[src/rtl/spi_bridge_pkg.sv]
// Shared types and constants for the SPI-to-register-file bridge.
package spi_bridge_pkg;

    typedef enum logic [2:0] {
        ST_IDLE     = 3'd0,
        ST_CMD      = 3'd1,
        ST_RD_FETCH = 3'd2,
        ST_DATA     = 3'd3,
        ST_WAIT_CS  = 3'd4
    } state_t;

    localparam int CMD_W      = 8;
    localparam int CMD_RW_BIT = 7;

endpackage

[src/rtl/spi_pin_sync.sv]
// Two-flop synchroniser for one asynchronous SPI pin, with a delayed level
// and registered single-clock rise/fall pulses aligned to that level.
module spi_pin_sync #(
    parameter logic RESET_VAL = 1'b0
) (
    input  logic clock,
    input  logic reset_n,
    input  logic pin,
    output logic level,
    output logic rise,
    output logic fall
);

    logic meta_r;
    logic sync_r;
    logic level_r;
    logic rise_r;
    logic fall_r;

    // Synchroniser chain and edge detection
    always_ff @(posedge clock or negedge reset_n) begin
        if (!reset_n) begin
            meta_r  <= RESET_VAL;
            sync_r  <= RESET_VAL;
            level_r <= RESET_VAL;
            rise_r  <= 1'b0;
            fall_r  <= 1'b0;
        end else begin
            meta_r  <= pin;
            sync_r  <= meta_r;
            level_r <= sync_r;
            rise_r  <= sync_r & ~level_r;
            fall_r  <= ~sync_r & level_r;
        end
    end

    assign level = level_r;
    assign rise  = rise_r;
    assign fall  = fall_r;

endmodule

[src/rtl/spi_reg_bridge.sv]
// SPI mode-0 slave bridging an external master onto single-cycle register strobes.
// Optional burst auto-increment is enabled by defining SPI_BURST_EN.
module spi_reg_bridge
    import spi_bridge_pkg::*;
#(
    parameter int ADDR_W     = 6,
    parameter int DATA_W     = 8,
    parameter int RD_LATENCY = 1
) (
    input  logic              clock,
    input  logic              reset_n,
    input  logic              spi_clk,
    input  logic              cs_n,
    input  logic              mosi,
    output logic              miso,
    output logic [ADDR_W-1:0] address,
    output logic              write_en,
    output logic [DATA_W-1:0] wr_data,
    output logic              read_en,
    input  logic [DATA_W-1:0] rd_data,
    output logic              busy,
    output logic              frame_err
);

    localparam int CNT_W = $clog2(DATA_W) + 1;
    localparam logic [CNT_W-1:0] CMD_LAST   = CNT_W'(CMD_W - 1);
    localparam logic [CNT_W-1:0] DATA_LAST  = CNT_W'(DATA_W - 1);
    localparam logic [1:0]       FETCH_LAST = 2'(RD_LATENCY);
`ifdef SPI_BURST_EN
    localparam logic BURST = 1'b1;
`else
    localparam logic BURST = 1'b0;
`endif

    logic sclk_level, sclk_rise, sclk_fall;
    logic cs_level, cs_rise, cs_fall;
    logic mosi_bit, mosi_rise, mosi_fall;
    logic unused_sync_s;

    state_t            state_r, next_state_s;
    logic [CNT_W-1:0]  bit_cnt_r;
    logic [1:0]        fetch_cnt_r;
    logic [DATA_W-1:0] shift_r;
    logic              is_read_r;
    logic              wait_err_r;

    logic              miso_r, write_en_r, read_en_r, busy_r, frame_err_r;
    logic [ADDR_W-1:0] address_r;
    logic [DATA_W-1:0] wr_data_r;

    logic              miso_s, write_en_s, read_en_s, busy_s, frame_err_s;
    logic [DATA_W-1:0] shift_in_s;
    logic              cmd_done_s, word_done_s, fetch_done_s, cmd_read_s, partial_s;

    spi_pin_sync #(.RESET_VAL(1'b0)) u_sclk_sync (
        .clock(clock), .reset_n(reset_n), .pin(spi_clk),
        .level(sclk_level), .rise(sclk_rise), .fall(sclk_fall));

    // cs_n resets to "low" so a frame already running at reset release never shows a fall
    spi_pin_sync #(.RESET_VAL(1'b0)) u_cs_sync (
        .clock(clock), .reset_n(reset_n), .pin(cs_n),
        .level(cs_level), .rise(cs_rise), .fall(cs_fall));

    spi_pin_sync #(.RESET_VAL(1'b0)) u_mosi_sync (
        .clock(clock), .reset_n(reset_n), .pin(mosi),
        .level(mosi_bit), .rise(mosi_rise), .fall(mosi_fall));

    assign unused_sync_s = ^{sclk_level, cs_level, mosi_rise, mosi_fall};

    assign shift_in_s   = {shift_r[DATA_W-2:0], mosi_bit};
    assign cmd_read_s   = shift_in_s[CMD_RW_BIT];
    assign cmd_done_s   = (state_r == ST_CMD) && sclk_rise && (bit_cnt_r == CMD_LAST);
    assign word_done_s  = (state_r == ST_DATA) && sclk_rise && (bit_cnt_r == DATA_LAST);
    assign fetch_done_s = (state_r == ST_RD_FETCH) && (fetch_cnt_r == FETCH_LAST);
    assign partial_s    = ((state_r == ST_CMD) || (state_r == ST_DATA)) &&
                          (bit_cnt_r != {CNT_W{1'b0}}) && !cmd_done_s && !word_done_s;

    // State register
    always_ff @(posedge clock or negedge reset_n) begin
        if (!reset_n) begin
            state_r <= ST_IDLE;
        end else begin
            state_r <= next_state_s;
        end
    end

    // Next-state logic; cs_n rise overrides everything
    always_comb begin
        next_state_s = state_r;
        if (cs_rise) begin
            next_state_s = ST_IDLE;
        end else begin
            case (state_r)
                ST_IDLE: begin
                    if (cs_fall) next_state_s = ST_CMD;
                    else         next_state_s = ST_IDLE;
                end
                ST_CMD: begin
                    if (cmd_done_s) next_state_s = cmd_read_s ? ST_RD_FETCH : ST_DATA;
                    else            next_state_s = ST_CMD;
                end
                ST_RD_FETCH: begin
                    if (fetch_done_s) next_state_s = ST_DATA;
                    else              next_state_s = ST_RD_FETCH;
                end
                ST_DATA: begin
                    if (word_done_s && BURST)  next_state_s = is_read_r ? ST_RD_FETCH : ST_DATA;
                    else if (word_done_s)      next_state_s = ST_WAIT_CS;
                    else                       next_state_s = ST_DATA;
                end
                ST_WAIT_CS: next_state_s = ST_WAIT_CS;
                default:    next_state_s = ST_IDLE;
            endcase
        end
    end

    // Output decode, registered below
    always_comb begin
        busy_s     = (next_state_s != ST_IDLE);
        write_en_s = word_done_s && !is_read_r;
        read_en_s  = !cs_rise && ((cmd_done_s && cmd_read_s) ||
                                  (BURST && word_done_s && is_read_r));
        if (cs_rise && partial_s) begin
            frame_err_s = 1'b1;
        end else if ((state_r == ST_WAIT_CS) && sclk_rise && !wait_err_r) begin
            frame_err_s = 1'b1;
        end else begin
            frame_err_s = 1'b0;
        end
        // MSB is loaded at fetch; later bits shift out on falls that follow a sampled rise
        if ((next_state_s == ST_DATA) && is_read_r &&
            ((state_r == ST_RD_FETCH) || (state_r == ST_DATA))) begin
            if (fetch_done_s) begin
                miso_s = rd_data[DATA_W-1];
            end else if ((state_r == ST_DATA) && sclk_fall && (bit_cnt_r != {CNT_W{1'b0}})) begin
                miso_s = shift_r[DATA_W-2];
            end else begin
                miso_s = miso_r;
            end
        end else begin
            miso_s = 1'b0;
        end
    end

    // Datapath and registered outputs
    always_ff @(posedge clock or negedge reset_n) begin
        if (!reset_n) begin
            bit_cnt_r   <= {CNT_W{1'b0}};
            fetch_cnt_r <= 2'd0;
            shift_r     <= {DATA_W{1'b0}};
            is_read_r   <= 1'b0;
            wait_err_r  <= 1'b0;
            miso_r      <= 1'b0;
            address_r   <= {ADDR_W{1'b0}};
            write_en_r  <= 1'b0;
            wr_data_r   <= {DATA_W{1'b0}};
            read_en_r   <= 1'b0;
            busy_r      <= 1'b0;
            frame_err_r <= 1'b0;
        end else begin
            miso_r      <= miso_s;
            write_en_r  <= write_en_s;
            read_en_r   <= read_en_s;
            busy_r      <= busy_s;
            frame_err_r <= frame_err_s;
            case (state_r)
                ST_IDLE: begin
                    bit_cnt_r   <= {CNT_W{1'b0}};
                    fetch_cnt_r <= 2'd0;
                    wait_err_r  <= 1'b0;
                end
                ST_CMD: begin
                    if (cmd_done_s) begin
                        address_r   <= shift_in_s[ADDR_W-1:0];
                        is_read_r   <= cmd_read_s;
                        bit_cnt_r   <= {CNT_W{1'b0}};
                        fetch_cnt_r <= 2'd0;
                    end else if (sclk_rise) begin
                        shift_r   <= shift_in_s;
                        bit_cnt_r <= bit_cnt_r + CNT_W'(1);
                    end
                end
                ST_RD_FETCH: begin
                    if (fetch_done_s) shift_r <= rd_data;
                    else              fetch_cnt_r <= fetch_cnt_r + 2'd1;
                end
                ST_DATA: begin
                    if (word_done_s) begin
                        bit_cnt_r   <= {CNT_W{1'b0}};
                        fetch_cnt_r <= 2'd0;
                        if (!is_read_r) begin
                            shift_r   <= shift_in_s;
                            wr_data_r <= shift_in_s;
                        end else if (BURST) begin
                            address_r <= address_r + ADDR_W'(1);
                        end
                    end else if (sclk_rise) begin
                        bit_cnt_r <= bit_cnt_r + CNT_W'(1);
                        if (!is_read_r) shift_r <= shift_in_s;
                    end else if (sclk_fall && is_read_r && (bit_cnt_r != {CNT_W{1'b0}})) begin
                        shift_r <= shift_r << 1;
                    end
                    // Write address advances only after its strobe has been seen
                    if (BURST && write_en_r && !is_read_r) begin
                        address_r <= address_r + ADDR_W'(1);
                    end
                end
                ST_WAIT_CS: begin
                    if (sclk_rise) wait_err_r <= 1'b1;
                end
                default: begin
                    bit_cnt_r <= {CNT_W{1'b0}};
                end
            endcase
        end
    end

    assign miso      = miso_r;
    assign address   = address_r;
    assign write_en  = write_en_r;
    assign wr_data   = wr_data_r;
    assign read_en   = read_en_r;
    assign busy      = busy_r;
    assign frame_err = frame_err_r;

endmodule
[config.mk]
export PLATFORM = sky130hd
export DESIGN_NAME = spi_reg_bridge
export DESIGN_NICKNAME = d
export VERILOG_FILES = /design/src/rtl/spi_bridge_pkg.sv /design/src/rtl/spi_pin_sync.sv /design/src/rtl/spi_reg_bridge.sv
export SDC_FILE = /design/constraint.sdc
export NUM_CORES = 1
export LEC_CHECK = 0
export ABC_CLOCK_PERIOD_IN_PS = 1800
export BUFFER_PORTS_ARGS = -buffer_cell sky130_fd_sc_hd__buf_2
export CORE_MARGIN = 1.5
export CORE_UTILIZATION = 44
export CTS_BUF_LIST = sky130_fd_sc_hd__clkbuf_4 sky130_fd_sc_hd__clkbuf_8
export CTS_CLUSTER_SIZE = 40
export DETAILED_ROUTE_END_ITERATION = 12
export PLACE_DENSITY = 0.65
export REMOVE_ABC_BUFFERS = 1
export SLEW_MARGIN = 20
export SYNTH_ARGS = -nofsm -noshare
export SYNTH_HDL_FRONTEND = slang
export SYNTH_SLANG_ARGS = --single-unit
export TNS_END_PERCENT = 50
[constraint.sdc]
create_clock -name clock -period 1.8 [get_ports clock]
set_input_delay 0.27 -clock clock [delete_from_list [all_inputs] [get_ports clock]]
set_output_delay 0.27 -clock clock [all_outputs]
set_load 0.03 [all_outputs]
==> metrics.md, run 1 <==
| Metric | Value |
|---|---|
| Primary FF master, synth | `dfrtp_1` |
| Port buffer count | `31` |
| Reg2Reg Depth | `5` |
| Post-detail-place hpwl | `3380 um` |
| Area Overhead vs Synth | `23.8%` |
| Final Hold Slack | `between 0.06 and 0.07 ns` |
| GRT busiest layer | `met2` |
| CP startpoint kind | `register` |
| Synth Area in Adders | `1.66%` |
| Largest cells by area after synthesis | `dfrtp_1 (55%), mux2_2 (6.0%), mux2_4 (4.7%)` |
| Pre-CTS setup slack | `-0.115 ns` |
| CP bufs+invs | `0` |
| Crit path cell chain | `ha_2 -> and4b_4 -> nand2_4 -> or3_4 -> mux2_4` |
| Die Footprint | `5570 um^2` |
| Final Setup Violations | `0` |
| Sw Ratio | `24.8%` |
| Final ANT Viol Nets | `0` |
| Syn Std Cell Area | `2260 um^2` |
| Worst path depth | `5` |
| Sequential Power Share | `a little over half` |
| Num ports | `32` |
| Slowest cell on the critical path | `or3_4` |
| Post-Synth XOR/XNOR Area | `less than 1%` |
| Grt met2 use | `between 20% and 30%` |
| Largest family of logic cells by synthesized area | `simple AND/OR/NAND/NOR gates` |
| GR Util met1 | `26.5%` |
| Final wirelength | `~4700 um` |
| Worst-case clock skew | `~0.0054 ns` |
| Gr ovfl total | `0` |
| VDD IR max | `0.401 mV` |
| Met3 GRT Util | `under 10%` |
| Crit. End Element | `register` |
| Post-synth cell types | `between 40 and 50` |
| Fmax | `560 MHz` |
| Clk root buf | `clkbuf_8` |
| Pwr/cell area | `832 nW/um^2` |
| Row count | `25` |
| Ant diodes | `0` |
| Most common cell after layout, fill and taps aside | `dfrtp_1` |
| Initial antenna violation count | `0` |
| Endpoints failing hold | `0` |
| Die Wd | `between 70 and 80 um` |
| FF+latch count, synth | `50` |
| Crit path max fanout | `8` |
| Tightest Pin Transition | `0.460 ns` |
| Simple-gate share of the synthesized area | `15.4%` |
| Relative slew slack | `69.0%` |
| Run status | `complete, no violations` |
| CTS H-tree depth | `2` |
| Drt pass-1 iters | `4` |
| Sequential area share after synthesis | `55.5%` |
| Proportion of synthesized area in mux cells | `11.1%` |
| Final period utilization | `between 90 and 100%` |
| Async S/R FF share, synth | `between 90% and 100%` |
| Compound-Gate Fraction of Synth Area | `12.4%` |
| Routed len/inst | `about 15 um` |
| Cells after synthesis | `~190` |
| Worst path top cell family by delay | `simple AND/OR/NAND/NOR gates` |
| Crit path largest cell delay | `around 0.44 ns` |
| Clk slew on worst S/H paths | `about 0.09 ns` |
| Area leader, netlist | `dfrtp_1` |
| Vias after detailed routing | `1666` |
| Leak pwr | `roughly 1.4 nW` |
| Critical Path RT | `1.99 ns` |
| Layout Nets | `259` |
| Share of layout cells above drive strength 1 | `38.1%` |
| Syn. warnings | `0` |
| Via density | `roughly 5.4` |
| Gr usage total | `18.0%` |
| Largest net degree at the start of global routing | `32` |
| Min Tclk post-route | `1.79 ns` |
| Clock power frac | `34.2%` |
| Max_cap viols | `0` |
| DRC | `0` |
| Clk_lat worst skew | `0.30 ns` |
| Internal power | `1.75 mW` |
| Worst setup margin | `0.0138 ns` |
| Arr. time, crit path | `1.98 ns` |
| Slew Limit Fails | `0` |
| WHS Path Cells | `1` |
| Worst Setup Path Type | `register to register` |
| Commonest cells after routing, fill and taps aside | `dfrtp_1 (48), buf_2 (31), buf_4 (21)` |
| 1st-iter DRT viols | `a little under 80` |
| Initial Utilization | `46.8%` |
| Core area | `approximately 4800 um^2` |
| Min-delay worst type | `input pin to register` |
| Logic pwr share | `11.0%` |
| Syn avg cell area | `11.7 um^2` |
| Layout filler cell count | `424` |
| Vias in the first global route | `1503` |
| CTS tree | `done` |
| Chip Height | `74.6 um` |
| RePlAce Congestion | `around 0.85` |
| Longest Clk Path Bufs | `2` |
| RSZ-0062 raised after global routing | `true` |
| First-pass GRT wire length | `7480 um` |
| Clk sinks | `50` |
| Area fraction of the dominant cell type after synthesis | `55.5%` |
| Switch Pwr | `0.577 mW` |
| CTS Buf Count | `5` |
| Post-synth EDFFs | `0` |
path summary, 6_finish.rpt:
kind | endpoint | slack (ns) | start
worst max-delay path | address[0] | 0.01 | bit_cnt_r[0]
worst min register to register | u_mosi_sync.level | 0.36 | u_mosi_sync.sync_r
worst max register to register | address[0] | 0.01 | bit_cnt_r[0]
max in group asynchronous | state_r[2] | 0.85 | reset_n
worst min-delay path | u_cs_sync.meta_r | 0.07 | cs_n
min in group asynchronous | u_sclk_sync.level | 0.44 | reset_n
registers in the layout, indices dropped and copies added (netlist names), 2 cells and up:
signal / count
state_r: 3
fetch_cnt_r: 2
shift_r: 7
bit_cnt_r: 4
wr_data: 8
address: 6
synth_stat cells (2+ instances only):
| cell type | number |
|---|---|
| nor3b_1 | 2 |
| a21oi_1 | 10 |
| nor3_1 | 6 |
| ha_1 | 3 |
| o21ai_0 | 7 |
| nand3_1 | 4 |
| dfrtp_1 | 50 |
| nor2b_1 | 9 |
| o311ai_0 | 2 |
| nand3b_1 | 2 |
| a22oi_1 | 5 |
| o22ai_1 | 7 |
| inv_1 | 7 |
| o2bb2ai_1 | 4 |
| nand4_1 | 2 |
| or3b_2 | 2 |
| nand2b_1 | 4 |
| nor2_1 | 8 |
| nand2_1 | 9 |
| clkbuf_1 | 5 |
| buf_2 | 4 |
| mux2_2 | 12 |
| mux2_4 | 7 |
| nand4b_1 | 2 |
timing repair:
item,4_1_cts,5_1_grt
setup endpoints to repair,14,15
setup buffers,0,3
resized for setup,5,8
pin swaps,2,2
hold endpoints to repair,19,0
hold buffers,1,0
final cells by class:
type                            instances  area (um^2)  area share (%)
Timing Repair Buffer                   55          363            13.0
Tap cell                               67         83.8            3.00
Sequential cell                        50         1250            44.9
Clock buffer                            5         68.8            2.46
Clock inverter                          3         43.8            1.57
Multi-Input combinational cell        124          955            34.2
Inverter                                7         26.3           0.940
power groups by stage:
stage | registers [mW] | clock network (mW) | logic, mW
after floorplan | 1.28 | 0 | 0.130
after CTS | 1.27 | 0.822 | 0.240
after detailed placement | 1.29 | 0 | 0.236
after global routing | 1.29 | 0.860 | 0.284
final | 1.27 | 0.795 | 0.256
after global placement | 1.29 | 0 | 0.233
cell families (layout without fill, tap and decap cells):
family	Yosys count	in the layout
multiplexers	20	20
adder cells (fa/ha/maj)	3	3
AND/OR/NAND/NOR	58	58
AO/OA/AOI/OAI	42	42
XOR/XNOR	1	1
buffers and inverters	18	70
flip-flops	50	50
per-stage QoR:
step | instances | utilization [%] | total power, mW | instance area, um^2 | setup TNS [ns]
after floorplan | 181 | - | 1.41 | 2200 | -1.33
after global placement | 300 | 54.4 | 1.53 | 2620 | -0.273
after detailed placement | 300 | 54.4 | 1.53 | 2620 | -0.337
after CTS | 309 | 57.2 | 2.33 | 2760 | -0.0145
after global routing | 311 | 58.0 | 2.43 | 2790 | -0.202
final | 311 | 58.0 | 2.32 | 2790 | 0
metal layers:
metal / vias up / share of wire, %
met1: 819 / 47
li1: 793 / -
met2: 48 / 47
met3: 6 / 5.2
met5: - / 0
met4: 0 / 1.0
Power figures use the tool's default switching activity.
==> run 2, diff against run 1 <==
Settings changed: ABC_AREA set to 1.
==> metrics.md, run 2 <==
| Metric | Value |
|---|---|
| Final Power | `2.44 mW (+4.9%)` |
| Most instantiated cells after synthesis | `nand2_1 (76), dfrtp_1 (50), nand3_1 (26)` |
| Syn avg cell area | `8.99 um^2 (-23%)` |
| Row count | `25 (unchanged)` |
| Gr ovfl total | `0 (unchanged)` |
| VDD IR max | `0.508 mV (+27%)` |
| Fmax | `612 MHz (+9.3%)` |
| Critical Path RT | `2.03 ns (+0.04 ns)` |
| Routed len/inst | `11.8 um (-22%)` |
| FF+latch count, synth | `50 (unchanged)` |
| Chip Height | `74.3 um (-0.38%)` |
| Area leader, netlist | `dfrtp_1` |
| Commonest cells after routing, fill and taps aside | `nand2_1 (76), dfrtp_1 (50), buf_2 (31)` |
| Sequential area share after synthesis | `55.9% (+0.43 points)` |
| Longest Clk Path Bufs | `2 (unchanged)` |
| Critical R2R Capture | `shift_r[3]` |
| Post-detail-place hpwl | `3110 um (-8.0%)` |
| Async S/R FF share, synth | `100% (unchanged)` |
| Die Footprint | `5520 um^2 (-0.75%)` |
| First-pass GRT wire length | `7140 um (-4.5%)` |
| Core area | `4820 um^2 (unchanged)` |
| DRC | `0 (unchanged)` |
| Clk slew on worst S/H paths | `0.09 ns (about the same)` |
| Post-synth EDFFs | `0 (unchanged)` |
| CTS Buf Count | `5 (unchanged)` |
| Ant diodes | `0 (unchanged)` |
| Most common cell after layout, fill and taps aside | `nand2_1` |
| Crit path max fanout | `8 (unchanged)` |
| Final wirelength | `4200 um (-11%)` |
| Cells after synthesis | `249 (+30%)` |
| Worst-case clock skew | `0.00602 ns (+0.000575 ns)` |
| Via density | `4.85 (-9.5%)` |
| Final Hold Slack | `0.0757 ns (+0.00927 ns)` |
| Primary FF master, synth | `dfrtp_1` |
| Largest net degree at the start of global routing | `51 (+59%)` |
| Final ANT Viol Nets | `0 (unchanged)` |
| Setup TNS | `0 ns (unchanged)` |
| Crit. End Element | `register` |
| Worst Setup SP | `bit_cnt_r[0]` |
| CP startpoint kind | `register` |
| Port buffer count | `31 (unchanged)` |
| Fin util | `54.6% (-3.4 points)` |
| 1st-iter DRT viols | `94 (+21%)` |
| Pwr/cell area | `927 nW/um^2 (+11%)` |
| Syn Std Cell Area | `2240 um^2 (-0.78%)` |
| Initial antenna violation count | `0 (unchanged)` |
| Reg2Reg Depth | `10 (+5)` |
| Max_cap viols | `0 (unchanged)` |
| Largest cells by area after synthesis | `dfrtp_1 (56%), nand2_1 (13%), nand3_1 (5.8%)` |
| Layout Nets | `305 (+18%)` |
| Initial Utilization | `46.5% (-0.36 points)` |
| Vias in the first global route | `1586 (+5.5%)` |
| Tightest Pin Transition | `0.392 ns (-0.0678 ns)` |
| Final period utilization | `90.8% (-8.5 points)` |
| Vias after detailed routing | `1730 (+3.8%)` |
| Clk root buf | `clkbuf_8` |
| R2R Path Start | `bit_cnt_r[0]` |
| Min Tclk post-route | `1.63 ns (-0.152 ns)` |
| Run status | `complete, no violations` |
| Endpoints failing hold | `0 (unchanged)` |
| Post-CTS setup buffer count | `0 (unchanged)` |
| RSZ-0062 raised after global routing | `false` |
| Max FFs per register | `8 (unchanged)` |
| Slew Limit Fails | `0 (unchanged)` |
| Drt pass-1 iters | `4 (unchanged)` |
| Worst reg2reg setup slack | `0.17 ns (+0.15 ns)` |
| Gr usage total | `17.0% (-1.1 points)` |
| Area fraction of the dominant cell type after synthesis | `55.9% (+0.43 points)` |
| Num ports | `32 (unchanged)` |
| Post-synth cell types | `24 (-44%)` |
| RePlAce Congestion | `0.922 (+9.1%)` |
| Arr. time, crit path | `1.86 ns (-0.12 ns)` |
| CTS tree | `done` |
| Area Overhead vs Synth | `17.6%` |
| Worst Setup Path Type | `register to register` |
| Share of layout cells above drive strength 1 | `24.5% (-14 points)` |
| Count leader, synth | `nand2_1` |
| Leak pwr | `1.40 nW (+3.5%)` |
| Crit path capture | `shift_r[3]` |
| CTS H-tree depth | `2 (unchanged)` |
| Layout filler cell count | `450 (+6.1%)` |
| Syn. warnings | `0 (unchanged)` |
| Final Setup Violations | `0 (unchanged)` |
| Clk sinks | `50 (unchanged)` |
| Die Wd | `74.3 um (-0.38%)` |
| Min-delay worst type | `input pin to register` |
| Clk_lat worst skew | `0.29 ns (about the same)` |
| Relative slew slack | `73.6% (+4.6 points)` |
## run 2: cell count changes after synthesis, moves of 8 or more
cell     previous run  this run
mux2_2             12         0
nand2_1             9        76
nor2b_1             9         0
o21ai_0             7        15
inv_1               7        25
nand3_1             4        26
## run 2: routing by layer
| layer | global-route usage [%] | wire, um | up-vias |
|---|---|---|---|
| met3 | 3.79 | 201 | 7 |
| li1 | - | - | 873 |
| met4 | 5.25 | 51 | 0 |
| met1 | 24.4 | 2010 | 802 |
| met2 | 25.8 | 1940 | 48 |
| met5 | 0 | 0 | - |
## run 2: cell type report
| cell class | count | area [um^2] | share of cell area (%) |
|---|---|---|---|
| Tap cell | 67 | 83.8 | 3.19 |
| Timing Repair Buffer | 36 | 208 | 7.89 |
| Clock inverter | 3 | 45.0 | 1.71 |
| Inverter | 28 | 105 | 3.99 |
| Multi-Input combinational cell | 168 | 870 | 33.0 |
| Sequential cell | 50 | 1250 | 47.6 |
| Clock buffer | 5 | 68.8 | 2.62 |
## run 2: worst min-delay path by stage
stage                       start                 end  slack [ns]  cells past startpoint
after CTS                    cs_n    u_cs_sync.meta_r        0.06                      1
after global routing         mosi  u_mosi_sync.meta_r        0.06                      1
after detailed placement  reset_n   u_sclk_sync.level        0.28                      2
after global placement    reset_n   u_sclk_sync.level        0.28                      2
final                        cs_n    u_cs_sync.meta_r        0.08                      1
after floorplan           reset_n          address[0]       -0.03                      0
## run 2: report_power, final
| part | switching, mW | total [mW] | internal, mW | leakage, nW |
|---|---|---|---|---|
| logic | 0.226 | 0.352 | 0.125 | 0.690 |
| registers | 0.108 | 1.32 | 1.22 | 0.663 |
| clock network | 0.349 | 0.762 | 0.413 | 0.0504 |
| total | 0.683 | 2.44 | 1.75 | 1.40 |
## run 2: cells by family after synthesis
family	Yosys count	synth area share, %
simple gates	137	29.1
flops	50	55.9
xor+xnor	1	0.391
compound gates	27	7.32
buf+inv	31	5.59
fa+ha+maj	3	1.68
## run 2: worst max-delay path: stages, from the launching register on
cell and delay [ns]:
dfrtp_1 0.43, ha_1 0.26, nand3_2 0.11, nor2_4 0.06
nor2_2 0.24, nand2_2 0.08, nand2_2 0.08, nand2_4 0.08
nand2_4 0.10, nand2_1 0.06, nand2_1 0.07
## run 2: stage by stage
step | instance area [um^2] | setup WS (ns) | cells
3_5_place_dp | 2500 | 0.147 | 348
4_1_cts | 2620 | 0.132 | 357
3_3_place_gp | 2500 | 0.227 | 348
5_1_grt | 2630 | 0.0265 | 357
2_1_floorplan | 2220 | 0.373 | 246
6_report | 2630 | 0.166 | 357
## run 2: repair_timing
item | 4_1_cts | 5_1_grt
hold buffers | 1 | 0
resized for setup | 0 | 1
hold endpoints to repair | 50 | 0
endpoints found under the setup margin | 0 | 3
